$ cat src/rtl/mdu_divider.sv
// mdu_divider: multi-cycle restoring divider for RV32M DIV/DIVU/REM/REMU.
// Optional macro DIV_EARLY_OUT_EN: fast path when |dividend| < |divisor|.
module mdu_divider #(
  parameter int WIDTH = 32,
  parameter int CNT_W = 6
) (
  input  logic             clk,
  input  logic             rst_n,
  input  logic             start,
  input  logic [1:0]       op,
  input  logic [WIDTH-1:0] SrcA,
  input  logic [WIDTH-1:0] SrcB,
  output logic             busy,
  output logic             done,
  output logic [WIDTH-1:0] Result,
  output logic             ZF,
  output logic             SF
);

  typedef enum logic [1:0] {
    IDLE,
    CALC,
    SIGN,
    FIN
  } state_e;

  localparam logic [WIDTH-1:0] ONES = '1;
  localparam logic [WIDTH-1:0] MINV = {1'b1, {(WIDTH-1){1'b0}}};
  localparam logic [CNT_W-1:0] LAST = CNT_W'(WIDTH-1);

  state_e           state_q, state_d;
  logic [CNT_W-1:0] cnt_q, cnt_d;
  logic [WIDTH-1:0] dvd_q, dvd_d;
  logic [WIDTH-1:0] dvs_q, dvs_d;
  logic [WIDTH-1:0] rem_q, rem_d;
  logic             sgnq_q, sgnq_d;
  logic             sgnr_q, sgnr_d;
  logic             rsel_q, rsel_d;
  logic [WIDTH-1:0] res_q, res_d;
  logic             zf_q, zf_d;
  logic             sf_q, sf_d;

  logic             is_sgn;
  logic             a_neg;
  logic             b_neg;
  logic [WIDTH-1:0] a_abs;
  logic [WIDTH-1:0] b_abs;
  logic             b_zero;
  logic             ovf;
  logic             early;
  logic             fast;
  logic [WIDTH-1:0] q_fix;
  logic [WIDTH-1:0] r_fix;

  logic [WIDTH-1:0] rem_sh;
  logic [WIDTH:0]   diff;
  logic             fits;
  logic [WIDTH-1:0] q_out;
  logic [WIDTH-1:0] r_out;

  // Operand magnitudes and the results of the single-cycle special cases
  always_comb begin
    is_sgn = ~op[0];
    a_neg  = is_sgn & SrcA[WIDTH-1];
    b_neg  = is_sgn & SrcB[WIDTH-1];
    a_abs  = a_neg ? -SrcA : SrcA;
    b_abs  = b_neg ? -SrcB : SrcB;
    b_zero = (SrcB == '0);
    ovf    = is_sgn & (SrcA == MINV) & (SrcB == ONES);
`ifdef DIV_EARLY_OUT_EN
    early  = ~b_zero & (a_abs < b_abs);
`else
    early  = 1'b0;
`endif
    fast   = b_zero | ovf | early;
    q_fix  = '0;
    r_fix  = SrcA;
    unique case (1'b1)
      b_zero: begin
        q_fix = ONES;
        r_fix = SrcA;
      end
      ovf: begin
        q_fix = MINV;
        r_fix = '0;
      end
      default: begin
        q_fix = '0;
        r_fix = SrcA;
      end
    endcase
  end

  // One restoring step: shift in the next dividend bit, trial subtract
  always_comb begin
    rem_sh = {rem_q[WIDTH-2:0], dvd_q[WIDTH-1]};
    diff   = {1'b0, rem_sh} - {1'b0, dvs_q};
    fits   = ~diff[WIDTH];
    q_out  = sgnq_q ? -dvd_q : dvd_q;
    r_out  = sgnr_q ? -rem_q : rem_q;
  end

  // Next-state and datapath update
  always_comb begin
    state_d = state_q;
    cnt_d   = cnt_q;
    dvd_d   = dvd_q;
    dvs_d   = dvs_q;
    rem_d   = rem_q;
    sgnq_d  = sgnq_q;
    sgnr_d  = sgnr_q;
    rsel_d  = rsel_q;
    res_d   = res_q;
    zf_d    = zf_q;
    sf_d    = sf_q;
    busy    = 1'b0;
    done    = 1'b0;
    unique case (state_q)
      IDLE: begin
        if (start) begin
          rsel_d = op[1];
          if (fast) begin
            res_d   = op[1] ? r_fix : q_fix;
            zf_d    = (res_d == '0);
            sf_d    = res_d[WIDTH-1];
            sgnq_d  = 1'b0;
            sgnr_d  = 1'b0;
            state_d = FIN;
          end else begin
            dvd_d   = a_abs;
            dvs_d   = b_abs;
            rem_d   = '0;
            cnt_d   = '0;
            sgnq_d  = a_neg ^ b_neg;
            sgnr_d  = a_neg;
            state_d = CALC;
          end
        end
      end
      CALC: begin
        busy  = 1'b1;
        rem_d = fits ? diff[WIDTH-1:0] : rem_sh;
        dvd_d = {dvd_q[WIDTH-2:0], fits};
        cnt_d = cnt_q + 1'b1;
        if (cnt_q == LAST) begin
          state_d = SIGN;
        end
      end
      SIGN: begin
        busy    = 1'b1;
        dvd_d   = q_out;
        rem_d   = r_out;
        res_d   = rsel_q ? r_out : q_out;
        zf_d    = (res_d == '0);
        sf_d    = res_d[WIDTH-1];
        state_d = FIN;
      end
      FIN: begin
        done    = 1'b1;
        state_d = IDLE;
      end
      default: begin
        state_d = IDLE;
      end
    endcase
  end

  // State and datapath registers
  always_ff @(posedge clk or negedge rst_n) begin
    if (!rst_n) begin
      state_q <= IDLE;
      cnt_q   <= '0;
      dvd_q   <= '0;
      dvs_q   <= '0;
      rem_q   <= '0;
      sgnq_q  <= 1'b0;
      sgnr_q  <= 1'b0;
      rsel_q  <= 1'b0;
      res_q   <= '0;
      zf_q    <= 1'b1;
      sf_q    <= 1'b0;
    end else begin
      state_q <= state_d;
      cnt_q   <= cnt_d;
      dvd_q   <= dvd_d;
      dvs_q   <= dvs_d;
      rem_q   <= rem_d;
      sgnq_q  <= sgnq_d;
      sgnr_q  <= sgnr_d;
      rsel_q  <= rsel_d;
      res_q   <= res_d;
      zf_q    <= zf_d;
      sf_q    <= sf_d;
    end
  end

  assign Result = res_q;
  assign ZF     = zf_q;
  assign SF     = sf_q;

endmodule

$ cat config.mk
export PLATFORM = sky130hd
export DESIGN_NAME = mdu_divider
export DESIGN_NICKNAME = d
export VERILOG_FILES = /design/src/rtl/mdu_divider.sv
export SDC_FILE = /design/constraint.sdc
export NUM_CORES = 1
export LEC_CHECK = 0
export ABC_AREA = 1
export ABC_CLOCK_PERIOD_IN_PS = 3300
export BUFFER_PORTS_ARGS = -buffer_cell sky130_fd_sc_hd__clkbuf_2
export CAP_MARGIN = 20
export CORE_UTILIZATION = 46
export CTS_CLUSTER_DIAMETER = 40
export CTS_CLUSTER_SIZE = 14
export DETAILED_ROUTE_END_ITERATION = 10
export REMOVE_ABC_BUFFERS = 1
export SYNTH_ARGS = -nofsm -noshare
export SYNTH_HDL_FRONTEND = slang
export SYNTH_SLANG_ARGS = --single-unit
$ cat constraint.sdc
create_clock -name clk -period 3.3 [get_ports clk]
set_clock_uncertainty 0.2 [all_clocks]
set_input_delay 0.495 -clock clk [delete_from_list [all_inputs] [get_ports clk]]
set_output_delay 0.495 -clock clk [all_outputs]
set_load 0.02 [all_outputs]
==> summary.md <==
| Metric | Value |
|---|---|
| Worst-path clk slew | 0.07 ns |
| Delay-heaviest family, CP | simple AND/OR/NAND/NOR gates |
| Vias in the first global route | 14559 |
| DRC Markers | 0 |
| WHS | around 0.14 ns |
| Total chip power | around 19 mW |
| Largest net degree at the start of global routing | 75 |
| Post-Synthesis Cells | roughly 2300 |
| Data arrival, critical path | ~3.3 ns |
| Power Density | about 1300 mW/mm² |
| Ys async rst share | 100% |
| Synthesized flop and latch total | between 100 and 150 |
| Post-layout min period | about 3.1 ns |
| P&R area growth vs syn | 12.6% |
| Required time worst endpoint | ~3.5 ns |
| TritonCTS Sinks | between 100 and 150 |
| Seq/Total Area, Yosys | approximately 26% |
| Max-cap violation count | 0 |
| # setup viols final | 0 |
| Maximum vdd drop | around 0.62 mV |
| Initial Utilization | about 47% |
| Vias | 15611 |
| Initial antenna violation count | 0 |
| Top cell type's share of synthesized area | about 26% |
| Fillers | ~3000 |
| DIE AREA | roughly 0.030 mm² |
| Finished Layout Cells | about 2800 |
| I/O Buffers | 104 |
| Most instantiated library cell after synthesis | nand2_1 |
| Max-slew violation count | 0 |
| RSZ-0062 raised after global routing | false |
| Post-synthesis cell area | ~0.014 mm² |
| Placed Instance Area | 0.0146 mm² |
| Critical path capture point type | flip-flop |
| Final WS setup | ~0.23 ns |
| Slew @ Worst Pin | 0.899 ns |
| Slew Limit Headroom | about two fifths |
| Bufs and invs on worst path | 1 |
| Fin Setup TNS | 0 ns |
| Post-DP HPWL | between 40 and 50 mm |
| Post-synth top area cell | dfrtp_1 |
| Detailed Route WL | roughly 53 mm |
| CTS tree | done |
| Max Root-Sink Buffers | 2 |
| Commonest cells in the netlist | 792 x nand2_1, 223 x nand3_1, 217 x nor2_1, 215 x inv_1, 183 x o21ai_0 |
| Die Wd | approximately 170 µm |
| Share of layout cells above drive strength 1 | under 10% |
| GRT Overall Usage | roughly 36% |
| Crit-path max cell delay | between 0.4 and 0.5 ns |
| Main synth FF type | dfrtp_1 |
| P_leak | 8.04 nW |
| Final period util | between 90% and 100% |
| Die Span Y | 174 µm |
| Total of warnings raised by yosys | 0 |
| Setup Slack @ Placement | 0.224 ns |
| CP Cell Sequence | inv_1 > ha_1 > nand2_1 > nand2_1 > nand2_1 > nor2_1 > nand2_1 > nand2_1 > nand3_1 > nand2_1 > nand2_1 > nor2_1 > nand2_1 > nor2_1 > nand2_1 > nand2_1 > nand2_1 > nand2_1 |
| Final hold violation count | 0 |
| Antenna diodes | 0 |
| Final non-filler cell area | approximately 0.015 mm² |
| Area of the core | around 0.029 mm² |
| Grt ovf | 0 |
| Critical path's slowest cell | dfrtp_1 |
| Sequential cell area | between 0.003 and 0.004 mm² |
| Post-synthesis cell type count | 53 |
| Outcome | completed |
| Crit Path Class | reg2reg |
| DRT iter0 DRCs | ~1800 |
| Fmax | around 330 MHz |
| Syn avg cell area | 5.99 µm² |
| H-tree depth | 4 |
| Area of the multi-input gates | approximately 0.009 mm² |
| # placed instances | between 2000 and 3000 |
| Max FO, Critical Path | 5 |
| First-pass GRT wire length | about 83 mm |
| Hold Crit Class | in2reg |
| Number of enable flip-flop cells after synthesis | 0 |
| DR pass1 iterations | 6 |
| Row Count | between 60 and 70 |
| WL per Instance | about 19 µm |
| Final net count | around 2500 |
| Top post-synthesis cells by area | dfrtp_1 26%, nand2_1 22%, nand3_1 8.2% |
| Most used cell, CP | nand2_1 |
| Clock root buffer | clkbuf_16 |
| Worst skew pair latency | ~0.45 ns |
| Vias per cell | between 5 and 6 |
| CTS buffer count | 17 |
| IO Pins | approximately 110 |
| Final Core Density | between 50% and 60% |
| Post-DRT Antenna Nets | 0 |
| Gp weighted congestion | approximately 1.0 |
| Worst Setup Start Kind | flip-flop |
-- registers in the layout, summed over array words and instances, names as in the netlist --
name and cells:
sgnr_q 1, cnt_q 6, rsel_q 1, state_q 2, ZF 1, Result 32
sgnq_q 1, rem_q 32, dvs_q 32, dvd_q 32
-- cells in the final DEF (no fill, tap or decap), drive strengths merged, types with 20 or more instances in the layout --
| master | count |
|---|---|
| nand2 | 801 |
| nand3 | 228 |
| nor2 | 225 |
| inv | 225 |
| o21ai | 210 |
| dfrtp | 139 |
| clkbuf | 121 |
| a21oi | 90 |
| buf | 54 |
| xor2 | 46 |
| ha | 44 |
| nor3 | 24 |
| xnor2 | 22 |
| nand4 | 20 |
-- worst reg2reg max path, cell delays in order (launching register included) --
cell and delay (ns):
dfrtp_1 0.44, inv_1 0.18, ha_1 0.21, nand2_1 0.08, nand2_1 0.14, nand2_1 0.16, nor2_1 0.43, nand2_1 0.10
nand2_1 0.10, nand3_1 0.13, nand2_1 0.15, nand2_1 0.06, nor2_1 0.22, nand2_1 0.10, nor2_1 0.09, nand2_1 0.05
nand2_1 0.05, nand2_1 0.06, nand2_1 0.06
-- path summary, 6_finish.rpt --
check,start,end,cells after the start,slack (ns)
max in group asynchronous,rst_n,dvs_q[2],3,1.66
max,rem_q[0],ZF,18,0.23
min reg2reg,ZF,ZF,2,0.28
min in group asynchronous,rst_n,dvs_q[25],2,0.38
min,SrcA[0],dvd_q[0],3,0.14
max reg2reg,rem_q[0],ZF,18,0.23
-- cell type report --
cell class	count	share of cell area [%]
multi-input cells	1812	57.6
flip-flops and latches	140	22.9
clock buffers	18	2.87
well taps	384	3.14
inverters	229	5.62
repair buffers	158	6.52
clock inverters	14	1.26
-- what timing repair did --
action,in CTS,in global routing
endpoints found under the setup margin,0,10
hold buffers,1,0
endpoints found under the hold margin,53,0
buffers inserted,0,0
gates resized for setup,0,3
-- metal layers --
| metal | vias up | share of wire (%) | wire length, µm | GRT usage [%] |
|---|---|---|---|---|
| li1 | 7583 | - | - | - |
| met1 | 7205 | 46 | 24300 | 52.3 |
| met5 | - | 0 | 0 | 0 |
| met3 | 89 | 9.1 | 4810 | 6.07 |
| met2 | 734 | 42 | 22000 | 51.9 |
| met4 | 0 | 3.1 | 1630 | 12.0 |
-- kinds of logic after synthesis --
group | after synthesis | synth area share, %
AOI/OAI and AO/OA | 386 | 16.1
xor gates and xnor gates | 68 | 4.39
adders and majority gates | 45 | 4.20
buffers and inverters | 313 | 9.37
DFF | 140 | 25.8
and+or+nand+nor | 1313 | 40.1
-- power breakdown --
| group | internal, mW | switching (mW) | total [mW] | leakage [nW] |
|---|---|---|---|---|
| combinational | 4.29 | 9.47 | 13.8 | 5.95 |
| clock | 1.29 | 0.875 | 2.16 | 0.303 |
| sequential | 2.48 | 0.786 | 3.27 | 1.79 |
| total | 8.05 | 11.1 | 19.2 | 8.04 |
Power figures use the tool's default switching activity.
